**src/rtl/addsub_pkg.sv**
```systemverilog
// Shared definitions for the pipelined add/subtract unit: op encodings,
// NZCV flag bit positions and the stage-0 carry selection helper.
package addsub_pkg;

    localparam logic [1:0] OP_ADD = 2'b00;
    localparam logic [1:0] OP_SUB = 2'b01;
    localparam logic [1:0] OP_ADC = 2'b10;
    localparam logic [1:0] OP_SBC = 2'b11;

    localparam int NZCV_N = 3;
    localparam int NZCV_Z = 2;
    localparam int NZCV_C = 1;
    localparam int NZCV_V = 0;

    function automatic logic op_inverts_b(input logic [1:0] op);
        return (op == OP_SUB) || (op == OP_SBC);
    endfunction

    function automatic logic op_carry0(input logic [1:0] op, input logic cin);
        logic c;
        case (op)
            OP_ADD:  c = 1'b0;
            OP_SUB:  c = 1'b1;
            default: c = cin;
        endcase
        return c;
    endfunction

endpackage

```
**src/rtl/addsub_seg.sv**
```systemverilog
// One carry segment of the pipelined adder: a purely combinational
// SEG-bit add with carry-in and carry-out.
module addsub_seg #(
    parameter int SEG = 8
) (
    input  logic [SEG-1:0] a_i,
    input  logic [SEG-1:0] b_i,
    input  logic           c_i,
    output logic [SEG-1:0] sum_o,
    output logic           c_o
);

    logic [SEG:0] total;

    assign total = {1'b0, a_i} + {1'b0, b_i} + {{SEG{1'b0}}, c_i};
    assign {c_o, sum_o} = total;

endmodule

```
**src/rtl/pipelined_addsub.sv**
```systemverilog
// Pipelined add/subtract with NZCV flags and carry-in chaining; one carry
// segment per stage. Optional saturation is enabled by defining ADDSUB_SAT_EN.
module pipelined_addsub
    import addsub_pkg::*;
#(
    parameter int WIDTH  = 32,
    parameter int STAGES = 4,
    parameter int TAG_W  = 4
) (
    input  logic             clk,
    input  logic             rst,
    input  logic             in_valid,
    output logic             in_ready,
    input  logic [1:0]       in_op,
    input  logic             in_cin,
    input  logic [WIDTH-1:0] in_a,
    input  logic [WIDTH-1:0] in_b,
    input  logic [TAG_W-1:0] in_tag,
`ifdef ADDSUB_SAT_EN
    input  logic             in_sat,
`endif
    output logic             out_valid,
    input  logic             out_ready,
    output logic [WIDTH-1:0] out_result,
    output logic [3:0]       out_nzcv,
    output logic [TAG_W-1:0] out_tag
);

    // WIDTH must be a multiple of STAGES; each stage owns one SEG-bit slice.
    localparam int SEG = WIDTH / STAGES;
    localparam int PS  = (STAGES > 1) ? STAGES - 1 : 1;

    // Handshake: an op transfers on in_valid && in_ready; a result transfers on
    // out_valid && out_ready. The whole pipe moves together whenever the output
    // register is empty or being drained, otherwise everything holds.
    logic advance;

    logic [WIDTH-1:0] a_in  [STAGES];
    logic [WIDTH-1:0] b_in  [STAGES];
    logic [WIDTH-1:0] r_in  [STAGES];
    logic [WIDTH-1:0] r_out [STAGES];
    logic             v_in  [STAGES];
    logic             c_in  [STAGES];
    logic [TAG_W-1:0] t_in  [STAGES];
    logic [SEG-1:0]   sum   [STAGES];
    logic             co    [STAGES];

    logic [WIDTH-1:0] a_q [PS];
    logic [WIDTH-1:0] b_q [PS];
    logic [WIDTH-1:0] r_q [PS];
    logic             v_q [PS];
    logic             c_q [PS];
    logic [TAG_W-1:0] t_q [PS];

    logic             out_valid_q;
    logic [WIDTH-1:0] out_result_q;
    logic [3:0]       out_nzcv_q;
    logic [TAG_W-1:0] out_tag_q;

    logic             a_msb;
    logic             b_msb;
    logic             ovf;
    logic [WIDTH-1:0] res_fin;
    logic [3:0]       nzcv_fin;

`ifdef ADDSUB_SAT_EN
    logic s_in [STAGES];
    logic s_q  [PS];
    assign s_in[0] = in_sat;
`endif

    assign advance  = !out_valid_q || out_ready;
    assign in_ready = advance;

    assign a_in[0] = in_a;
    assign b_in[0] = op_inverts_b(in_op) ? ~in_b : in_b;
    assign c_in[0] = op_carry0(in_op, in_cin);
    assign r_in[0] = '0;
    assign v_in[0] = in_valid;
    assign t_in[0] = in_tag;

    for (genvar k = 0; k < STAGES; k++) begin : g_stage
        addsub_seg #(.SEG(SEG)) u_seg (
            .a_i  (a_in[k][k*SEG +: SEG]),
            .b_i  (b_in[k][k*SEG +: SEG]),
            .c_i  (c_in[k]),
            .sum_o(sum[k]),
            .c_o  (co[k])
        );
        if (k < STAGES - 1) begin : g_link
            assign a_in[k+1] = a_q[k];
            assign b_in[k+1] = b_q[k];
            assign r_in[k+1] = r_q[k];
            assign v_in[k+1] = v_q[k];
            assign c_in[k+1] = c_q[k];
            assign t_in[k+1] = t_q[k];
`ifdef ADDSUB_SAT_EN
            assign s_in[k+1] = s_q[k];
`endif
        end
    end

    always_comb begin
        for (int k = 0; k < STAGES; k++) begin
            r_out[k] = r_in[k];
            r_out[k][k*SEG +: SEG] = sum[k];
        end
    end

    // Final stage: full result is aligned here, so flags come from it.
    always_comb begin
        a_msb   = a_in[STAGES-1][WIDTH-1];
        b_msb   = b_in[STAGES-1][WIDTH-1];
        res_fin = r_out[STAGES-1];
        ovf     = (a_msb == b_msb) && (res_fin[WIDTH-1] != a_msb);
`ifdef ADDSUB_SAT_EN
        if (s_in[STAGES-1] && ovf) begin
            res_fin = a_msb ? {1'b1, {(WIDTH-1){1'b0}}} : {1'b0, {(WIDTH-1){1'b1}}};
        end
`endif
        nzcv_fin         = '0;
        nzcv_fin[NZCV_N] = res_fin[WIDTH-1];
        nzcv_fin[NZCV_Z] = (res_fin == '0);
        nzcv_fin[NZCV_C] = co[STAGES-1];
        nzcv_fin[NZCV_V] = ovf;
    end

    always_ff @(posedge clk) begin
        if (rst) begin
            for (int k = 0; k < STAGES - 1; k++) begin
                v_q[k] <= 1'b0;
            end
            out_valid_q  <= 1'b0;
            out_result_q <= '0;
            out_nzcv_q   <= '0;
            out_tag_q    <= '0;
        end else if (advance) begin
            for (int k = 0; k < STAGES - 1; k++) begin
                v_q[k] <= v_in[k];
                a_q[k] <= a_in[k];
                b_q[k] <= b_in[k];
                r_q[k] <= r_out[k];
                c_q[k] <= co[k];
                t_q[k] <= t_in[k];
`ifdef ADDSUB_SAT_EN
                s_q[k] <= s_in[k];
`endif
            end
            out_valid_q  <= v_in[STAGES-1];
            out_result_q <= res_fin;
            out_nzcv_q   <= nzcv_fin;
            out_tag_q    <= t_in[STAGES-1];
        end
    end

    assign out_valid  = out_valid_q;
    assign out_result = out_result_q;
    assign out_nzcv   = out_nzcv_q;
    assign out_tag    = out_tag_q;

endmodule

```
**config.mk**
```make
export PLATFORM = sky130hd
export DESIGN_NAME = pipelined_addsub
export DESIGN_NICKNAME = d
export VERILOG_FILES = /design/src/rtl/addsub_pkg.sv /design/src/rtl/addsub_seg.sv /design/src/rtl/pipelined_addsub.sv
export SDC_FILE = /design/constraint.sdc
export NUM_CORES = 1
export LEC_CHECK = 0
export BUFFER_PORTS_ARGS = -buffer_cell sky130_fd_sc_hd__buf_4
export CORE_ASPECT_RATIO = 0.7
export CORE_MARGIN = 4
export CORE_UTILIZATION = 40
export CTS_BUF_LIST = sky130_fd_sc_hd__clkbuf_8
export CTS_CLUSTER_SIZE = 16
export DETAILED_ROUTE_END_ITERATION = 10
export PLACE_DENSITY = 0.65
export SETUP_SLACK_MARGIN = 0.3
export SLEW_MARGIN = 5
export SYNTH_ARGS = -nofsm -noshare
export SYNTH_HDL_FRONTEND = slang
export SYNTH_SLANG_ARGS = --single-unit
```
**constraint.sdc**
```tcl
create_clock -name clk -period 11.1 [get_ports clk]
set_input_delay 1.665 -clock clk [delete_from_list [all_inputs] [get_ports clk]]
set_output_delay 1.665 -clock clk [all_outputs]
set_load 0.02 [all_outputs]
```
==> impl_metrics.csv <==
group,metric,value,unit
layout,commonest_non_fill_non_tap_cells_in_the_layout,"sky130_fd_sc_hd__edfxtp_1, sky130_fd_sc_hd__buf_4, sky130_fd_sc_hd__nand2_1, sky130_fd_sc_hd__a21oi_1, sky130_fd_sc_hd__dfxtp_1",
layout,finish.net_count,784,
place,dp_cells,901,
logic_synthesis,postSynthRegisterBits,202,
layout,synthToLayoutAreaGrowth,22.85,%
worst_setup_path,timing.setup.critical_path_class,"primary input to output pin",
sta,max_slew_violation_count,0,
hold_path,hold_path_depth,0,
floorplanning,dieHeight,125.3,microns
layout,post_layout_nonfiller_instances,962,
cts,cts_inserted_buffers,34,
grt,via_count_of_the_first_global_routing_pass,4480,
worst_setup_path,timing.critical_path.arrival,3.32,ns
cts,post_cts.resized_instances,0,
outcome,run_status,"complete, no violations",
sta,min_period_over_period,44.94,%
sta,tightestPinTransition,0.9272,ns
logic_synthesis,synth.net_count,646,
cts,h_tree_depth,2,
sta,hold_viol,0,
worst_setup_path,r2r_slack,8.01,ns
routing,drt_wl_total,14.08,mm
logic_synthesis,synthDistinctLibCells,41,
place,placement.io_buffers,116,
worst_setup_path,worst_setup_path_startpoint,"out_ready",
worst_setup_path,endpoint,"in_ready",
grt,antenna_violations_before_repair,0,
logic_synthesis,synth_warnings,0,
sta,final_period_minus_worst_setup_slack,4.989,ns
layout,finish.instance_area,9661,sq um
cts,worst_setup_hold_path_clk_slew,0.05,ns
sta,clock_skew,0.02254,ns
cts,cts.path.max_buffers,3,
grt,grt_start_max_net_pins,71,
routing,post_drt_via_cell_ratio,4.492,
cts,post_cts_setup_repair_buffer_count,0,
place,routabilityCongestion,0.7708,
worst_setup_path,ff2ff_path_depth,8,
sta,setup_total_negative_slack,0,ns
floorplanning,placeableCoreArea,19130,sq um
floorplanning,starting_utilization_of_the_core_area,41.11,%
sta,slew_headroom,38.06,%
cts,cts_tree,"yes",
sta,finalSetupViolCount,0,
routing,routed_len_inst,14.63,microns
cts,clock-root-buffer,"sky130_fd_sc_hd__clkbuf_8",
grt,gr-usage-all-layers,12.50,%
logic_synthesis,synth.yosys.seq_area_share,72.04,%
place,post_dp_cell_area,9009,sq um
routing,dr.pass1.iters,4,
worst_setup_path,cp-start-kind,"primary input",
layout,diodes,0,
layout,post_route_cells_drive_above_1_share,24.93,%
routing,remaining_drc_errors,0,
logic_synthesis,avgSynthCellArea,14.70,sq um
worst_setup_path,end_kind,"output pin",
floorplanning,die-area,22000,sq um
power_and_ir_drop,p_per_area,181.0,nW/um^2
cts,cts_hold_buf,0,
worst_setup_path,critical_path_required,9.44,ns
sta,fin_hold_ws,0.4115,ns
grt,global_route_wire_length_before_repair,22.25,mm
routing,dr_total_vias,4321,
run,max-cap-violations,0,
worst_setup_path,r2r-end,"out_nzcv[2]",
floorplanning,row_count,42,
logic_synthesis,mapped_area,7864,sq um
cts,clkSinkCount,202,
place,post_detailed_placement_half_perimeter_wirelength,9.640,mm
floorplanning,chipWidth,175.6,microns
sta,fmax,200.5,MHz
hold_path,hold_path.class,"flip-flop to flip-flop",
routing,number_of_antenna_violating_nets_in_the_routed_design,0,
layout,most_common_cell_after_layout_fill_and_taps_aside,"sky130_fd_sc_hd__edfxtp_1",
worst_setup_path,regToRegStartpoint,"a_q[0][88]",
grt,gr-total-overflow,0,
cts,clk_latency,0.48,ns
floorplanning,boundaryPins,117,
power_and_ir_drop,peakVddDrop,0.09887,mV
worst_setup_path,path_max_fanout,39,
logic_synthesis,post_synth_inst_count,535,
routing,dr.first_iter.drc_count,205,
power_and_ir_drop,p_total,0.001748,W
sta,grt_setup_unrepaired,"no",
power_and_ir_drop,p_leak,3.888,nW
## critical path, stage by stage
cell and delay, ns:
sky130_fd_sc_hd__buf_4 0.12, sky130_fd_sc_hd__nor2b_4 0.72, sky130_fd_sc_hd__inv_2 0.50, sky130_fd_sc_hd__buf_4 0.31
## per-stage QoR
| stage | worst slack, ns | util, % |
|---|---|---|
| CTS | 6.088 | 50.50 |
| global route | 5.935 | 50.50 |
| floorplan | 6.215 | - |
| global placement | 6.162 | 47.10 |
| finish | 6.111 | 50.50 |
| detailed placement | 6.088 | 47.10 |
## how the worst min path moves through the flow
stage                           from         end  slack (ns)
after floorplan           a_q[0][16]  a_q[0][48]        0.40
final                      t_q[0][0]   t_q[1][0]        0.41
after CTS                  t_q[0][0]   t_q[1][0]        0.41
after global routing       t_q[0][0]   t_q[1][0]        0.42
after detailed placement  a_q[0][60]  a_q[0][92]        0.40
after global placement    b_q[0][29]  b_q[0][61]        0.40
## report_power, final
part,switching (W),internal (W),leakage (nW)
clock,0.000272,0.000344,0.388
sequential,0.0000268,0.000904,1.92
combinational,0.000112,0.0000901,1.58
## layout make-up
cell class              instances  area (sq um)
fillers                      1690          9468
clock buffers                  39         536.8
multi-input cells             295          2044
well taps                     264         330.3
repair buffers                118         885.9
inverters                      22         82.58
flip-flops and latches        202          5665
clock inverters                22         115.1
## routing by layer
layer / share of wire [%] / up-vias / GRT usage (%) / wire, microns
met5: 0 / - / 0 / 0
met4: 1.4 / 0 / 3.483 / 198
met3: 7.2 / 17 / 4.737 / 1012
met2: 46 / 115 / 19.57 / 6419
met1: 46 / 1986 / 16.48 / 6448
li1: - / 2203 / - / -
## state kept, by name (all words and copies together) (netlist names)
register,cells
v_q,3
out_tag,4
c_q,3
r_q,48
out_valid,1
t_q,12
b_q,48
out_nzcv,3
a_q,48
out_result,32
## synthesized netlist by cell type
| cell type | count | share of area, % |
|---|---|---|
| sky130_fd_sc_hd__nor4_2 | 2 | 0.32 |
| sky130_fd_sc_hd__nor3_1 | 4 | 0.25 |
| sky130_fd_sc_hd__buf_2 | 3 | 0.19 |
| sky130_fd_sc_hd__nor2_4 | 1 | 0.14 |
| sky130_fd_sc_hd__a32o_2 | 1 | 0.14 |
| sky130_fd_sc_hd__o41ai_1 | 2 | 0.22 |
| sky130_fd_sc_hd__o21bai_1 | 5 | 0.48 |
| sky130_fd_sc_hd__a21oi_1 | 44 | 2.8 |
| sky130_fd_sc_hd__xor2_1 | 39 | 4.3 |
| sky130_fd_sc_hd__o21ai_1 | 8 | 0.51 |
| sky130_fd_sc_hd__nand4_1 | 2 | 0.16 |
| sky130_fd_sc_hd__nor2_1 | 13 | 0.62 |
| sky130_fd_sc_hd__nor2_2 | 1 | 0.080 |
| sky130_fd_sc_hd__o21a_1 | 1 | 0.096 |
| sky130_fd_sc_hd__a211oi_1 | 2 | 0.19 |
| sky130_fd_sc_hd__clkbuf_1 | 11 | 0.53 |
| sky130_fd_sc_hd__ha_1 | 28 | 4.5 |
| sky130_fd_sc_hd__a21o_1 | 3 | 0.29 |
| sky130_fd_sc_hd__xnor2_1 | 15 | 1.7 |
| sky130_fd_sc_hd__or3_1 | 2 | 0.16 |
| sky130_fd_sc_hd__nor2b_4 | 1 | 0.17 |
| sky130_fd_sc_hd__nor4b_2 | 1 | 0.19 |
| sky130_fd_sc_hd__nand2b_1 | 1 | 0.080 |
| sky130_fd_sc_hd__a22o_1 | 3 | 0.33 |
| sky130_fd_sc_hd__o22ai_2 | 1 | 0.16 |
| sky130_fd_sc_hd__inv_1 | 21 | 1.0 |
| sky130_fd_sc_hd__nor4_1 | 4 | 0.32 |
| sky130_fd_sc_hd__edfxtp_1 | 162 | 62 |
| sky130_fd_sc_hd__fa_1 | 8 | 2.0 |
| sky130_fd_sc_hd__nor2b_1 | 7 | 0.56 |
| sky130_fd_sc_hd__o21ai_0 | 6 | 0.38 |
| sky130_fd_sc_hd__mux2_2 | 1 | 0.14 |
| sky130_fd_sc_hd__or4_4 | 1 | 0.14 |
| sky130_fd_sc_hd__dfxtp_1 | 40 | 10 |
| sky130_fd_sc_hd__nand3_1 | 4 | 0.25 |
| sky130_fd_sc_hd__inv_2 | 1 | 0.048 |
| sky130_fd_sc_hd__buf_4 | 2 | 0.19 |
| sky130_fd_sc_hd__a21boi_1 | 2 | 0.19 |
| sky130_fd_sc_hd__o31ai_1 | 2 | 0.19 |
| sky130_fd_sc_hd__and2_1 | 3 | 0.24 |
| sky130_fd_sc_hd__nand2_1 | 77 | 3.7 |
## cells by family after synthesis
logic type               after synthesis  synth area share [%]
AO/OA/AOI/OAI                         80                 5.982
XOR/XNOR                              54                 6.014
adder cells (fa/ha/maj)               36                 6.492
buffers and inverters                 38                 1.957
flip-flops                           202                 72.04
multiplexers                           1                0.1432
AND/OR/NAND/NOR                      124                 7.367
No activity file was read; power rests on OpenSTA's default activity.
